File: config.mk
export PLATFORM = sky130hd
export DESIGN_NAME = pipe_hazard_ctrl
export DESIGN_NICKNAME = d
export VERILOG_FILES = /design/src/rtl/pipe_hazard_ctrl.sv
export SDC_FILE = /design/constraint.sdc
export NUM_CORES = 1
export LEC_CHECK = 0
export BUFFER_PORTS_ARGS = -buffer_cell sky130_fd_sc_hd__buf_2
export CAP_MARGIN = 20
export CORE_AREA = 2 2 97 99
export DETAILED_ROUTE_END_ITERATION = 10
export DIE_AREA = 0 0 99 101
export PLACE_DENSITY = 0.85
export SYNTH_ARGS = -nofsm -noshare
export SYNTH_HDL_FRONTEND = slang
export SYNTH_SLANG_ARGS = --single-unit
File: constraint.sdc
create_clock -name clk -period 6.2 [get_ports clk]
set_clock_uncertainty 0.05 [all_clocks]
set_input_delay 0.93 -clock clk [delete_from_list [all_inputs] [get_ports clk]]
set_output_delay 0.93 -clock clk [all_outputs]
set_load 0.01 [all_outputs]
File: src/rtl/pipe_hazard_ctrl.sv
// Pipeline hazard controller for the 5-stage core: per-stage enable/flush,
// load-use interlock, EX redirect (with a pending state while a fetch is in flight), LSU freeze.
module pipe_hazard_ctrl #(
  parameter int DATA_WIDTH = 32,
  parameter int REG_AW     = 5,
  parameter int CNT_W      = 32
) (
  input  logic                  clk,
  input  logic                  rst,
  input  logic [REG_AW-1:0]     id_rs1,
  input  logic [REG_AW-1:0]     id_rs2,
  input  logic                  id_rs1_used,
  input  logic                  id_rs2_used,
  input  logic [REG_AW-1:0]     ex_rd,
  input  logic                  ex_is_load,
  input  logic                  ex_redirect,
  input  logic [DATA_WIDTH-1:0] ex_target,
  input  logic                  ifu_ready,
  input  logic                  lsu_busy,
  output logic                  pc_en,
  output logic                  pc_sel_redirect,
  output logic [DATA_WIDTH-1:0] redirect_pc,
  output logic                  if_id_en,
  output logic                  if_id_flush,
  output logic                  id_ex_en,
  output logic                  id_ex_flush,
  output logic                  ex_mem_en,
  output logic                  mem_wb_en,
  output logic [CNT_W-1:0]      stall_cnt,
  output logic [CNT_W-1:0]      flush_cnt
);

  typedef enum logic {RUN = 1'b0, REDIR_PEND = 1'b1} state_t;

  state_t                r_state;
  logic [DATA_WIDTH-1:0] r_pend_pc;
  logic [CNT_W-1:0]      r_stall_cnt;
  logic [CNT_W-1:0]      r_flush_cnt;
  logic                  w_load_use;

  assign w_load_use = ex_is_load && (ex_rd != '0) &&
                      ((id_rs1_used && (id_rs1 == ex_rd)) ||
                       (id_rs2_used && (id_rs2 == ex_rd)));

  always_comb begin
    pc_en           = 1'b1;
    pc_sel_redirect = 1'b0;
    redirect_pc     = '0;
    if_id_en        = 1'b1;
    if_id_flush     = 1'b0;
    id_ex_en        = 1'b1;
    id_ex_flush     = 1'b0;
    ex_mem_en       = 1'b1;
    mem_wb_en       = 1'b1;
    if (!rst) begin
      pc_en       = 1'b0;
      if_id_en    = 1'b0;
      id_ex_en    = 1'b0;
      ex_mem_en   = 1'b0;
      mem_wb_en   = 1'b0;
      if_id_flush = 1'b1;
      id_ex_flush = 1'b1;
    end else begin
      if (lsu_busy) begin
        pc_en     = 1'b0;
        if_id_en  = 1'b0;
        id_ex_en  = 1'b0;
        ex_mem_en = 1'b0;
        mem_wb_en = 1'b0;
      end else if (r_state == REDIR_PEND || ex_redirect) begin
        // Pending state ignores ex_redirect: EX holds a bubble while waiting.
        if (ifu_ready) begin
          pc_sel_redirect = 1'b1;
          redirect_pc     = (r_state == REDIR_PEND) ? r_pend_pc : ex_target;
          if_id_flush     = 1'b1;
          id_ex_flush     = 1'b1;
        end else begin
          pc_en       = 1'b0;
          if_id_en    = 1'b0;
          id_ex_flush = 1'b1;
        end
      end else if (w_load_use) begin
        pc_en       = 1'b0;
        if_id_en    = 1'b0;
        id_ex_flush = 1'b1;
      end else if (!ifu_ready) begin
        pc_en       = 1'b0;
        if_id_flush = 1'b1;
      end
      // A bubble must actually be written, so a flush forces its register enable.
      if (if_id_flush) if_id_en = 1'b1;
      if (id_ex_flush) id_ex_en = 1'b1;
    end
  end

  always_ff @(posedge clk) begin
    if (!rst) begin
      r_state     <= RUN;
      r_pend_pc   <= '0;
      r_stall_cnt <= '0;
      r_flush_cnt <= '0;
    end else begin
      if (!pc_en)          r_stall_cnt <= r_stall_cnt + CNT_W'(1);
      if (pc_sel_redirect) r_flush_cnt <= r_flush_cnt + CNT_W'(1);
      if (!lsu_busy) begin
        if (r_state == RUN) begin
          if (ex_redirect && !ifu_ready) begin
            r_pend_pc <= ex_target;
            r_state   <= REDIR_PEND;
          end
        end else if (ifu_ready) begin
          r_state <= RUN;
        end
      end
    end
  end

  assign stall_cnt = r_stall_cnt;
  assign flush_cnt = r_flush_cnt;

endmodule

# After elaboration in Yosys (flattened, before gate mapping)
# Index checks and enable logic that the tools add are counted.
[word_totals] word_cells=55 in_bits=55 output_inout_bits=104 ff_bits=97
[op_classes] eq_ne=2 bitwise_logic=2 n_reduce_logical=10 muxes=35 n_addsub=2
[op_table] operator="$mux 32" n=5
[op_table] operator="$add 32x1->32 const B" n=2
[op_table] operator="$mux 1" n=30
[op_table] operator="$eq 5x5->1" n=2
[op_table] operator="$logic_and 1x1->1" n=5
[op_table] operator="$reduce_bool 5->1" n=1
[op_table] operator="$reduce_and 3->1" n=1
[op_table] operator="$logic_or 1x1->1" n=2
[op_table] operator="$not 1->1" n=2
[op_table] operator="$logic_not 1->1" n=1

# Logic depth before layout (Yosys ltp)
[logic_depth] word_depth=10 ltp_mapped=9 ltp_nobuf=7

# Worst setup path after synthesis
# Ideal clock, no wire load.
[synth_timing] kind="input to output" from="input port ex_rd[1]" to="output port pc_en" slack_ns=2.975 arrival_time_ns=2.245 n_path_buf=2 stages=7 path_cell_list="or4_1 -> o21ai_1 -> or2_2 -> o21ai_4 -> inv_2 -> buf_2 -> buf_2"
[synth_via] elab_chain_cells=8 elab_cells_between_ends=12
[synth_lines] item="from (decl)" line_no="14" source="input logic [REG_AW-1:0] ex_rd,"
[synth_lines] item="$eq 5x5->1, on equally long branches" line_no="42, 43"
[synth_lines] item="$logic_and 1x1->1, on equally long branches" line_no="42, 43"
[synth_lines] item="$logic_or 1x1->1" line_no="42" source="((id_rs1_used && (id_rs1 == ex_rd)) ||"
[synth_lines] item="$logic_and 1x1->1 (*)" line_no="41" source="assign w_load_use = ex_is_load && (ex_rd != '0) &&"
[synth_lines] item="$mux 1 (*)" line_no="82" source="end else if (w_load_use) begin"
[synth_lines] item="$mux 1 (*)" line_no="70" source="end else if (r_state == REDIR_PEND || ex_redirect) begin"
[synth_lines] item="$mux 1 (*)" line_no="64" source="if (lsu_busy) begin"
[synth_lines] item="$mux 1 (*)" line_no="55" source="if (!rst) begin"
[synth_lines] item="to (decl)" line_no="20" source="output logic pc_en,"
# Every way passes the cells marked *; elsewhere a longest branch is shown, timed or not.

# Final worst setup path
# Ends and elaborated chain as after synthesis.

==> results.toml <==
[routing]
wl_per_cell_um = 14.4
drt_iter0_markers = 191
vias = 4813
wirelength_um = 12400
ant_nets = 0
dr.pass1.iters = 5
via_per_inst = 5.58
drc_errors = 0

[yosys]
ys.flop_type = "dfxtp_1"
synth_nets = 667
synth-edff-count = 0
ys_types = 47
synth_top_cell_by_area = "dfxtp_1"
synthMuxAreaShare_pct = 7.64
yosysWarnings = 0
seq_area_frac_synth_pct = 40.1
avgSynthCellArea_um2 = 7.95
synthSimpleGateAreaFrac_pct = 28.9
synth_top_area_share_pct = 40.1
synth_seq_cells = 97
syn_inst = 610
netlist_top_cells_area = "dfxtp_1 40%, nand2_1 7.9%, mux2i_1 7.6%"
synth-compound-area-share_pct = 12.3
synthXorXnorAreaFrac_pct = 6.32
syn_area_um2 = 4850
synthArstFlopShare_pct = 0
synth_fa_ha_area_share_pct = 0.516
synth_top_family_by_area = "simple AND/OR/NAND/NOR gates"

[grt]
grt_usage_pct = 24.0
grt_max_degree = 91
grt_pass1_vias = 4531
grt_pass1_wl_um = 20000
overflow = 0
antenna_found_initial = 0

[worst_setup_path]
path_max_fanout = 48
r2r_end = "flush_cnt[30]$_SDFFE_PN0P_"
slowest_stage = "or4_1"
start_kind = "input port"
rr_worst_depth = 6
reg2reg_slack_ps = 3230
crit_required_ps = 5220
max_stage_delay_ps = 520
cp-startpoint = "ex_rd[1]"
critPathKind = "in2out"
crit_end = "pc_en"
reg2reg_from = "r_state$_SDFFE_PN0N_"
crit_top_cell = "buf_2"
cp.arrival_ps = 2780
path_cells = "buf_2 -> or4_1 -> o21ai_1 -> or2_2 -> o21ai_4 -> inv_2 -> buf_2"
critPathCaptureType = "output pin"

[timing]
hold_violations = 0
drv_slew = 0
finalSetupTns_ps = 0
holdWs_ps = 410
period_share_pct = 60.6
timing.fmax_ghz = 0.266
worst_pin_slew_ps = 1080
slew-limit-headroom_pct = 28.2
setup_viol = 0
fin_crit_ps = 3760
grt_setup_unrepaired = "false"

[final_layout]
area_delta_synth_final_pct = 20.6
nets = 803
fin_util_pct = 65.2
n_antenna_cell = 0
drive_gt1_share_pct = 25.7
fillers = 766
final_area_um2 = 5850

[clocking]
post_cts_resized = 0
cts_buffers = 9
clockBufferDepth = 2
path_clk_slew_ps = 90
holdBufCountCts = 0
cts_tree = "yes"
insertion_delay_ps = 350
post-cts-setup-buffers = 0
cts-root-buf = "clkbuf_8"
cts_htree_levels = 3
cts.sinks = 97

[run_status]
status = "finished, final reports clean"

[power]
ir_drop_mv = 0.121
p_per_area_nw_per_um2 = 195
leakage_nw = 2.40

[floorplan]
start_util_pct = 54.0
die_h_um = 101
die_area_um2 = 10000
dieWidth_um = 99
pin_count = 159
core_um2 = 8980
rows = 35

[placed_design]
place_congestion = 0.866
place_hpwl_um = 8770
io_buffers = 158
placed_area_um2 = 5640

[worst_hold_path]
hold_path_class = "reg2reg"
worstHoldPathCells = 2

[run]
maxCapViolCount = 0
critical path: cells and delay by family:
family	cells	cell delay, ps
AND/OR/NAND/NOR	2	690
buffers and inverters	3	880
AO/OA/AOI/OAI	2	270
where the power goes:
part           switching, mW  total [mW]  internal, mW
logic                 0.0653       0.113        0.0474
clock network          0.223       0.380         0.158
registers             0.0126       0.645         0.632
total                  0.301        1.14         0.837
registers in the layout (all words and copies together) (netlist names):
| register | cells |
|---|---|
| flush_cnt | 32 |
| r_state | 1 |
| stall_cnt | 32 |
| r_pend_pc | 32 |
cells by family (layout without fill, tap and decap cells):
family,Yosys count,in the layout
compound gates,106,106
xor+xnor,35,35
fa+ha+maj,2,2
buf+inv,49,190
flops,97,97
mux,37,37
simple gates,284,284
cell type report:
class | instances | area [um2] | share of cell area (%)
clock buffer | 10 | 138 | 2.35
clock inverter | 6 | 42.5 | 0.727
inverter | 12 | 45.0 | 0.770
multi-input combinational | 464 | 2700 | 46.2
sequential | 97 | 1940 | 33.2
tap | 111 | 139 | 2.37
timing repair buffer | 162 | 841 | 14.4
placed cells by master, fill, tap and decap left out, types with 8 or more instances in the layout:
| cell type | n |
|---|---|
| a21oi_1 | 63 |
| inv_1 | 10 |
| nand2_1 | 102 |
| xnor2_1 | 12 |
| o21ai_0 | 22 |
| and3_1 | 9 |
| xor2_1 | 23 |
| nor2_1 | 65 |
| buf_2 | 158 |
| nand4_1 | 17 |
| nand3_1 | 26 |
| mux2i_1 | 37 |
| or4_1 | 9 |
| or3_1 | 20 |
| o31ai_1 | 8 |
| dfxtp_1 | 96 |
| clkbuf_8 | 10 |
worst min-delay path by stage:
stage | start | end | slack (ps)
after CTS | r_pend_pc[1]$_SDFFE_PN0P_ | r_pend_pc[1]$_SDFFE_PN0P_ | 410
after global placement | r_pend_pc[4]$_SDFFE_PN0P_ | r_pend_pc[4]$_SDFFE_PN0P_ | 390
after floorplan | r_pend_pc[0]$_SDFFE_PN0P_ | r_pend_pc[0]$_SDFFE_PN0P_ | 390
after detailed placement | r_pend_pc[1]$_SDFFE_PN0P_ | r_pend_pc[1]$_SDFFE_PN0P_ | 400
final | r_pend_pc[1]$_SDFFE_PN0P_ | r_pend_pc[1]$_SDFFE_PN0P_ | 410
after global routing | r_pend_pc[28]$_SDFFE_PN0P_ | r_pend_pc[28]$_SDFFE_PN0P_ | 430
metrics by stage:
| stage | setup slack, ps | total power [mW] | instances |
|---|---|---|---|
| floorplan | 2980 | 0.726 | 610 |
| global placement | 2530 | 0.765 | 845 |
| detailed placement | 2490 | 0.770 | 845 |
| CTS | 2470 | 1.15 | 861 |
| global route | 2310 | 1.19 | 862 |
| finish | 2440 | 1.14 | 862 |
per-layer routing:
layer,GRT usage [%],wire (um),up-vias
met5,0,0,-
met4,8.11,222,0
met3,4.72,686,25
met2,44.8,6350,138
met1,27.2,5120,2260
li1,-,-,2390
synth_stat cells (2+ instances only):
master / count
mux2i_1: 37
inv_2: 2
o21a_1: 2
dfxtp_1: 97
xor2_1: 23
o31ai_1: 8
buf_2: 3
xnor2_1: 12
ha_1: 2
nand2_1: 102
a21oi_1: 63
clkbuf_1: 30
a31o_2: 2
or2_2: 2
o21ai_0: 22
nor3_1: 4
inv_1: 10
o41ai_1: 2
nand4_1: 17
nand2b_1: 4
buf_6: 2
buf_4: 2
or4_1: 9
o21ai_1: 2
nor4_1: 3
and2_1: 4
nor4_2: 4
and4_1: 3
or3_1: 20
nor2_1: 65
nand3_1: 26
nand3b_1: 3
and3_1: 9
(Power assumes the default switching activity.)
